<file path="src/rtl/sid_envelope_gen.sv">
// ---------------------------------------------------------------------------
// sid_envelope_gen
//
// One SID-style ADSR envelope generator for a single voice. It produces the
// 8-bit unsigned envelope level that scales the voice waveform in the
// 12x8 voice x envelope multiplier (iEnv input).
//
// The envelope steps only on SID ticks (iClkEn, nominally 1 MHz).
// Attack is linear. Decay and release are slowed by an exponential
// prescaler whose period depends on the current level, approximating the
// original chip's piecewise-exponential curve.
//
// Ports
//   clk       system clock
//   rst       synchronous active-high reset
//   iClkEn    SID tick enable; every state change is qualified by it
//   iGate     voice gate bit (rising edge -> attack, falling edge -> release)
//   iAttack   attack rate index
//   iDecay    decay rate index
//   iSustain  sustain level nibble (level = {iSustain, iSustain})
//   iRelease  release rate index
//   oEnv      envelope level, registered
//   oState    0 = ATTACK, 1 = DECAY_SUSTAIN, 2 = RELEASE
// ---------------------------------------------------------------------------
module sid_envelope_gen #(
    parameter int RATE_W = 15,
    parameter int EXP_W  = 5
) (
    input  logic       clk,
    input  logic       rst,
    input  logic       iClkEn,
    input  logic       iGate,
    input  logic [3:0] iAttack,
    input  logic [3:0] iDecay,
    input  logic [3:0] iSustain,
    input  logic [3:0] iRelease,
    output logic [7:0] oEnv,
    output logic [1:0] oState
);

    typedef enum logic [1:0] {
        ST_ATTACK  = 2'd0,
        ST_DECAY   = 2'd1,
        ST_RELEASE = 2'd2
    } state_t;

    state_t             r_state;
    logic [RATE_W-1:0]  r_rate_cnt;
    logic [EXP_W-1:0]   r_exp_cnt;
    logic [EXP_W-1:0]   r_exp_per;
    logic               r_gate;
    logic [7:0]         r_env;

    logic [3:0]         w_nibble;
    logic [RATE_W-1:0]  w_period;
    logic               w_rate_evt;
    logic [EXP_W-1:0]   w_exp_next;
    logic               w_exp_hit;
    logic [7:0]         w_target;
    logic [7:0]         w_env_inc;
    logic [7:0]         w_env_dec;
    logic               w_gate_rise;
    logic               w_gate_fall;

    // Ticks per envelope step for each rate index.
    function automatic logic [RATE_W-1:0] rate_rom(input logic [3:0] idx);
        logic [RATE_W-1:0] v;
        case (idx)
            4'd0:    v = RATE_W'(9);
            4'd1:    v = RATE_W'(32);
            4'd2:    v = RATE_W'(63);
            4'd3:    v = RATE_W'(95);
            4'd4:    v = RATE_W'(149);
            4'd5:    v = RATE_W'(220);
            4'd6:    v = RATE_W'(267);
            4'd7:    v = RATE_W'(313);
            4'd8:    v = RATE_W'(392);
            4'd9:    v = RATE_W'(977);
            4'd10:   v = RATE_W'(1954);
            4'd11:   v = RATE_W'(3126);
            4'd12:   v = RATE_W'(3907);
            4'd13:   v = RATE_W'(11720);
            4'd14:   v = RATE_W'(19532);
            default: v = RATE_W'(31251);
        endcase
        return v;
    endfunction

    // Exponential prescale period chosen by the level just written. Only the
    // breakpoint levels change it; everything in between keeps the old one,
    // so the period is sticky across a whole segment of the curve.
    function automatic logic [EXP_W-1:0] exp_period(input logic [7:0]       lvl,
                                                    input logic [EXP_W-1:0] cur);
        logic [EXP_W-1:0] v;
        case (lvl)
            8'hFF:   v = EXP_W'(1);
            8'h5D:   v = EXP_W'(2);
            8'h36:   v = EXP_W'(4);
            8'h1A:   v = EXP_W'(8);
            8'h0E:   v = EXP_W'(16);
            8'h06:   v = EXP_W'(30);
            8'h00:   v = EXP_W'(1);
            default: v = cur;
        endcase
        return v;
    endfunction

    always_comb begin
        case (r_state)
            ST_ATTACK: w_nibble = iAttack;
            ST_DECAY:  w_nibble = iDecay;
            default:   w_nibble = iRelease;
        endcase
    end

    assign w_period    = rate_rom(w_nibble);
    // Exact compare on purpose: if a rate change leaves the counter above
    // period-1 it must run all the way round before the next step.
    assign w_rate_evt  = (r_rate_cnt == (w_period - 1'b1));
    assign w_exp_next  = r_exp_cnt + 1'b1;
    assign w_exp_hit   = (w_exp_next == r_exp_per);
    assign w_target    = (r_state == ST_DECAY) ? {iSustain, iSustain} : 8'h00;
    assign w_env_inc   = r_env + 8'd1;
    assign w_env_dec   = r_env - 8'd1;
    assign w_gate_rise = iGate & ~r_gate;
    assign w_gate_fall = ~iGate & r_gate;

    always_ff @(posedge clk) begin
        if (rst) begin
            r_state    <= ST_RELEASE;
            r_rate_cnt <= '0;
            r_exp_cnt  <= '0;
            r_exp_per  <= EXP_W'(1);
            r_gate     <= 1'b0;
            r_env      <= 8'h00;
        end else if (iClkEn) begin
            r_gate <= iGate;
            // Gate edges win over any step that would fall on the same tick.
            if (w_gate_rise) begin
                r_state    <= ST_ATTACK;
                r_rate_cnt <= '0;
            end else if (w_gate_fall) begin
                r_state    <= ST_RELEASE;
                r_rate_cnt <= '0;
            end else if (w_rate_evt) begin
                r_rate_cnt <= '0;
                case (r_state)
                    ST_ATTACK: begin
                        r_exp_cnt <= '0;
                        // Saturate at full scale: a retrigger at 0xFF moves
                        // straight to decay instead of wrapping to zero.
                        if (r_env != 8'hFF) begin
                            r_env     <= w_env_inc;
                            r_exp_per <= exp_period(w_env_inc, r_exp_per);
                        end
                        if (r_env >= 8'hFE) begin
                            r_state <= ST_DECAY;
                        end
                    end
                    default: begin
                        if (w_exp_hit) begin
                            r_exp_cnt <= '0;
                            // Strictly above target: a sustain raised over the
                            // current level holds rather than climbing.
                            if (r_env > w_target) begin
                                r_env     <= w_env_dec;
                                r_exp_per <= exp_period(w_env_dec, r_exp_per);
                            end
                        end else begin
                            r_exp_cnt <= w_exp_next;
                        end
                    end
                endcase
            end else begin
                r_rate_cnt <= r_rate_cnt + 1'b1;
            end
        end
    end

    assign oEnv   = r_env;
    assign oState = r_state;

endmodule

</file>
<file path="config.mk">
export PLATFORM = sky130hd
export DESIGN_NAME = sid_envelope_gen
export DESIGN_NICKNAME = d
export VERILOG_FILES = /design/src/rtl/sid_envelope_gen.sv
export SDC_FILE = /design/constraint.sdc
export NUM_CORES = 1
export LEC_CHECK = 0
export CORE_MARGIN = 2
export CORE_UTILIZATION = 43
export DETAILED_ROUTE_END_ITERATION = 16
export PLACE_DENSITY = 0.64
export SLEW_MARGIN = 20
export SYNTH_ARGS = -nofsm -noshare
export SYNTH_HDL_FRONTEND = slang
export SYNTH_SLANG_ARGS = --single-unit
export TNS_END_PERCENT = 20
</file>
<file path="constraint.sdc">
create_clock -name clk -period 7.4 [get_ports clk]
set_input_delay 0.74 -clock clk [delete_from_list [all_inputs] [get_ports clk]]
set_output_delay 0.74 -clock clk [all_outputs]
set_load 0.01 [all_outputs]
</file>
After elaboration in Yosys (flattened, before gate mapping)
Memory sizes are Yosys's and may differ from the RTL's. Index checks and enable logic that the tools add are counted.

Bits in writable memories: 0. Memories: 1. Latch bits: 0. Flip-flop bits (word level): 36. ROM bits: 240.

Shift operators: 0. Bitwise logic cells: 6. Multiplexer cells: 22. Order comparisons: 2. Reduce and logical (&&, ||, !) cells: 15. $add $sub $neg: 5. Eq/ne operators: 18. Div/mod/pow operators: 0. $mul: 0.

Memories: (name not given) (depth 16, width 15, read ports 1, clocked after Yosys merged registers in 0, write ports 0, line 68) `case (idx)`.

Operators by type and width (number): $pmux W5 S6 (2); $mux W15 (3); $mux W8 (5); $mux W5 (6); $eq A8 B3 Y1 const B (2); $eq A8 B4 Y1 const B (2); $eq A8 B5 Y1 const B (2); $eq A8 B6 Y1 const B (2); $eq A8 B7 Y1 const B (2); $eq A8 B8 Y1 const B (2); $logic_not A8 Y1 (2); $add A15 B1 Y15 const B (1); $eq A15 B15 Y1 (1); $sub A15 B1 Y15 const B (1); $mux W2 (5); $reduce_and A9 Y1 (1); $reduce_bool A3 Y1 (3); $add A8 B1 Y8 const B (1); $ge A8 B8 Y1 const B (1); $gt A8 B8 Y1 (1); $ne A8 B8 Y1 const B (1); $pmux W4 S2 (1); $reduce_and A4 Y1 (2); $sub A8 B1 Y8 const B (1); other kinds (12) (18).

Longest topological paths before layout
An unclocked memory read counts as a cell.

Word-level depth: 8. Gate-level depth with buffers: 17. Gate-level depth less buffers: 15.

Worst setup path after synthesis
No wires, ideal clock.

Path type: input to register. From: input port iDecay[0]. To: register r_exp_cnt[0]. Data arrival time: 5.101 ns. Path slack: 2.229 ns. Stages on the path: 15. Buffers on the path: 0. Path through: mux2i_1 o21ai_0 ha_1 a211oi_1 a211oi_2 or2_2 ha_1 nor3b_1 a32oi_1 nor2_1 or4_1 a211oi_1 or4b_4 or4_1 a21oi_1.

Word-level cells in the longest chain between the ends: 5.

Ends and longest elaborated chain: start, declared (line 34) `input logic [3:0] iDecay,`; $pmux W4 S2 (line 109) `case (r_state)`; $mem_v2 Z16 W15; $sub A15 B1 Y15 (line 119) `assign w_rate_evt = (r_rate_cnt == (w_period - 1'b1));`; $eq A15 B15 Y1 (line 119); $reduce_and A4 Y1 (no source line); end signal, assigned (line 170) `r_exp_cnt <= w_exp_next;`; end, declared (line 49) `logic [EXP_W-1:0] r_exp_cnt;`.

Every way passes these cells. A chain may end at the register's enable or synchronous reset.

Worst setup path in the final report
From: input port iDecay[0]. To: register r_env[2] (netlist: oEnv[2]).

Word-level cells in the longest chain between the ends: 5.

Ends and longest elaborated chain: $pmux W4 S2 (line 109); $mem_v2 Z16 W15; $sub A15 B1 Y15 (line 119); $eq A15 B15 Y1 (line 119); $reduce_and A7 Y1 (no source line); end signal, assigned (line 153) `r_env <= w_env_inc;`; end signal, assigned (line 166) `r_env <= w_env_dec;`; end, declared (line 52) `logic [7:0] r_env;`.

Every way passes these cells.

==> qor.yml <==
outcome: "complete, no violations"
crit_path_cell_trace: "clkdlybuf4s50_1, mux2i_1, o21ai_0, ha_1, a211oi_1, a211oi_2, or2_2, ha_1, nor3b_1, a32oi_1, nor2_1, or4_1, a211o_1, or4_4, o311a_1, a31o_1"
finalHoldWorstSlack_ps: 477.5
yosysSeqAreaShare_pct: 17.16
finalWeightedCongestion: 0.9226
cts_made_buffers: 5
drive_gt1_share_pct: 7.005
ys.flop_type: "dfxtp_1"
final_common_cell: "nand2_1"
antenna_found_initial: 0
vias_per_cell: 6.095
pwr-share-seq_pct: 37.2
clock_sinks: 36
wl_per_cell_um: 17.05
die_x_um: 102.8
synth.top_cells.by_area: "dfxtp_1 (17%), ha_1 (9.2%), xnor2_1 (5.4%)"
crit_family: "compound AO/OA/AOI/OAI gates"
r2r_start: "oState[0]$_SDFFE_PP0P_"
insertion_delay_ps: 290
layout_worst_path_cycle_share_pct: 82.48
regArea_sq_um: 720.7
post-route-min-period_ps: 6103
swShare_pct: 35.87
worstSetupStartpointType: "input port"
setup_slack_ps: 1297
io_buffers: 29
path_class: "input port to flop"
yosys_warnings: 0
p_int_uw: 343.8
initial_core_util_pct: 43.56
rsz0062_at_grt: "no"
nets: 621
dp_slack_ps: 1108
p_comb_share_pct: 34.5
netlist_area_sq_mm: 0.004199
syn_inst: 552
yosysTopAreaCellShare_pct: 17.16
grt_overflow: 0
arrival_ps: 6290
syn2layout_area_growth_pct: 11.89
clockRootBuffer: "clkbuf_8"
grt_pass1_vias: 4045
hp-class: "flop to flop"
ant_nets: 0
rows: 36
synth_edf_count: 0
utilization_pct: 48.74
clkTransAtPathRegs_ps: 80
placed_cell_area_sq_mm: 0.004601
finalSetupTns_ps: 0
vias: 4291
drt_iter0_markers: 272
cap_violations: 0
crit_required_ps: 7580
nFillCells: 979
slowest_stage: "o21ai_0"
cp.buffers_inverters: 1
grt_pass1_wl_um: 19870
diodes: 0
p_clk_share_pct: 28.3
cts_tree: "built"
die_area_sq_mm: 0.01057
synth_area_per_cell_sq_um: 7.607
grt_max_degree: 39
final_cell_mix: "nand2_1 (55), dfxtp_1 (36), o21ai_0 (32), ha_1 (31)"
multi_input_area_sq_mm: 0.003281
io_pins: 30
dieHeight_um: 102.8
dp_hpwl_um: 8948
synth_nets: 603
first_pass_iters: 4
hold_path.startpoint: "r_exp_per[1]$_SDFFE_PP0P_"
min_to: "r_exp_per[1]$_SDFFE_PP0P_"
netSwitchingPower_uw: 192.3
clock.fmax_mhz: 163.8
r2r_slack_ps: 1420
cts-resized-gates: 0
drc: 0
p_leak_nw: 1.640
maxSlewHeadroom_pct: 36.66
timing.rr.end: "oEnv[2]$_SDFFE_PP0P_"
final_area_sq_mm: 0.004698
rr_worst_depth: 15
whs_path_depth: 2
routed_wl_um: 12000
crit_path_max_fanout: 13
async_flop_share_pct: 0
critPathMaxStageDelay_ps: 680
track_usage_pct: 23.46
drv_slew: 0
crit_top_cell: "ha_1"
powerDensity_mw_per_mm2: 114.1
setup_viol: 0
ir_worst_vdd_uv: 67.63
postCtsHoldBufs: 0
synth_top_cell_by_area: "dfxtp_1"
yosysUniqueCellTypes: 83
cts_buffer_depth: 2
tightestPinTransition_ps: 942.0
coreArea_sq_mm: 0.009639
finalClockSkew_ps: 9.560
cp-end-kind: "flop"
cts_setup_buffers: 0
htree_num_levels: 2
hold_violations: 0
synth_seq_cells: 36
stage by stage:
step	cells	power [mW]
final	704	0.5360
after global routing	704	0.5712
after CTS	704	0.5380
after detailed placement	696	0.3845
after global placement	696	0.3830
after floorplan	552	0.3353
how the worst max path moves through the flow:
stage / start / to / cells after the start
after floorplan: iDecay[0] / r_exp_cnt[0]$_SDFFE_PP0P_ / 15
after global placement: iDecay[0] / oEnv[2]$_SDFFE_PP0P_ / 16
after detailed placement: iDecay[0] / oEnv[2]$_SDFFE_PP0P_ / 16
after CTS: iDecay[0] / oEnv[2]$_SDFFE_PP0P_ / 16
after global routing: iDecay[0] / r_exp_per[3]$_SDFFE_PP0P_ / 16
final: iDecay[0] / oEnv[2]$_SDFFE_PP0P_ / 16
sequential cells by signal, summed over array words and instances (netlist names):
register / count
r_rate_cnt: 15
oEnv: 8
r_exp_cnt: 5
r_exp_per: 5
oState: 2
r_gate: 1
cell usage after synthesis (all sizes together), types with 3 or more instances:
master,number
nand2,55
dfxtp,36
o21ai,36
ha,31
nor2,29
a21oi,27
nor3,27
xnor2,26
nand3,23
xor2,23
inv,21
clkbuf,16
a211oi,14
mux2i,14
buf,9
o211ai,9
nand4,8
and2,7
nor4,7
o31ai,7
a311oi,6
a31oi,6
nand2b,6
or3,6
or4,6
a211o,5
nand3b,5
nor2b,5
nor3b,5
or2,5
a21o,4
a22o,4
and3,4
mux2,4
o21a,4
o22ai,4
o41ai,4
a221o,3
clkinv,3
cell type report:
class	count	share of cell area, %
Tap cell	133	3.542
Inverter	24	1.917
Clock inverter	2	0.3196
Timing Repair Buffer	36	7.297
Multi-Input combinational cell	467	69.83
Sequential cell	36	15.34
Clock buffer	6	1.758
cell families after synthesis:
| kind of cell | after synthesis | synth area share (%) |
|---|---|---|
| XOR/XNOR | 49 | 10.22 |
| AO/OA/AOI/OAI | 158 | 27.12 |
| flip-flops | 36 | 17.16 |
| multiplexers | 19 | 5.125 |
| adder cells (fa/ha/maj) | 31 | 9.237 |
| AND/OR/NAND/NOR | 210 | 26.28 |
| buffers and inverters | 49 | 4.857 |
worst reg2reg max path, cell delays in order, from the launching register on:
cell,delay [ps]
dfxtp_1,700
mux2i_1,150
o21ai_0,680
ha_1,420
a211oi_1,420
a211oi_2,80
or2_2,350
ha_1,240
nor3b_1,150
a32oi_1,530
nor2_1,100
or4_1,550
a211o_1,320
or4_4,590
o311a_1,390
a31o_1,180
power groups by stage:
stage               clock [mW]  sequential [mW]  combinational [mW]
floorplan                    0            0.201               0.134
global placement             0            0.204               0.179
detailed placement           0            0.204               0.180
CTS                      0.156            0.200               0.182
global route             0.167            0.200               0.204
finish                   0.152            0.200               0.185
routing by layer:
metal | up-vias | GRT usage, % | wire [um]
met2 | 141 | 40.42 | 5687
met4 | 0 | 6.478 | 235
met1 | 2022 | 31.12 | 5384
li1 | 2110 | - | -
met3 | 18 | 2.712 | 695
met5 | - | 0 | 0
Note: power is estimated with default switching activity, not from simulation.
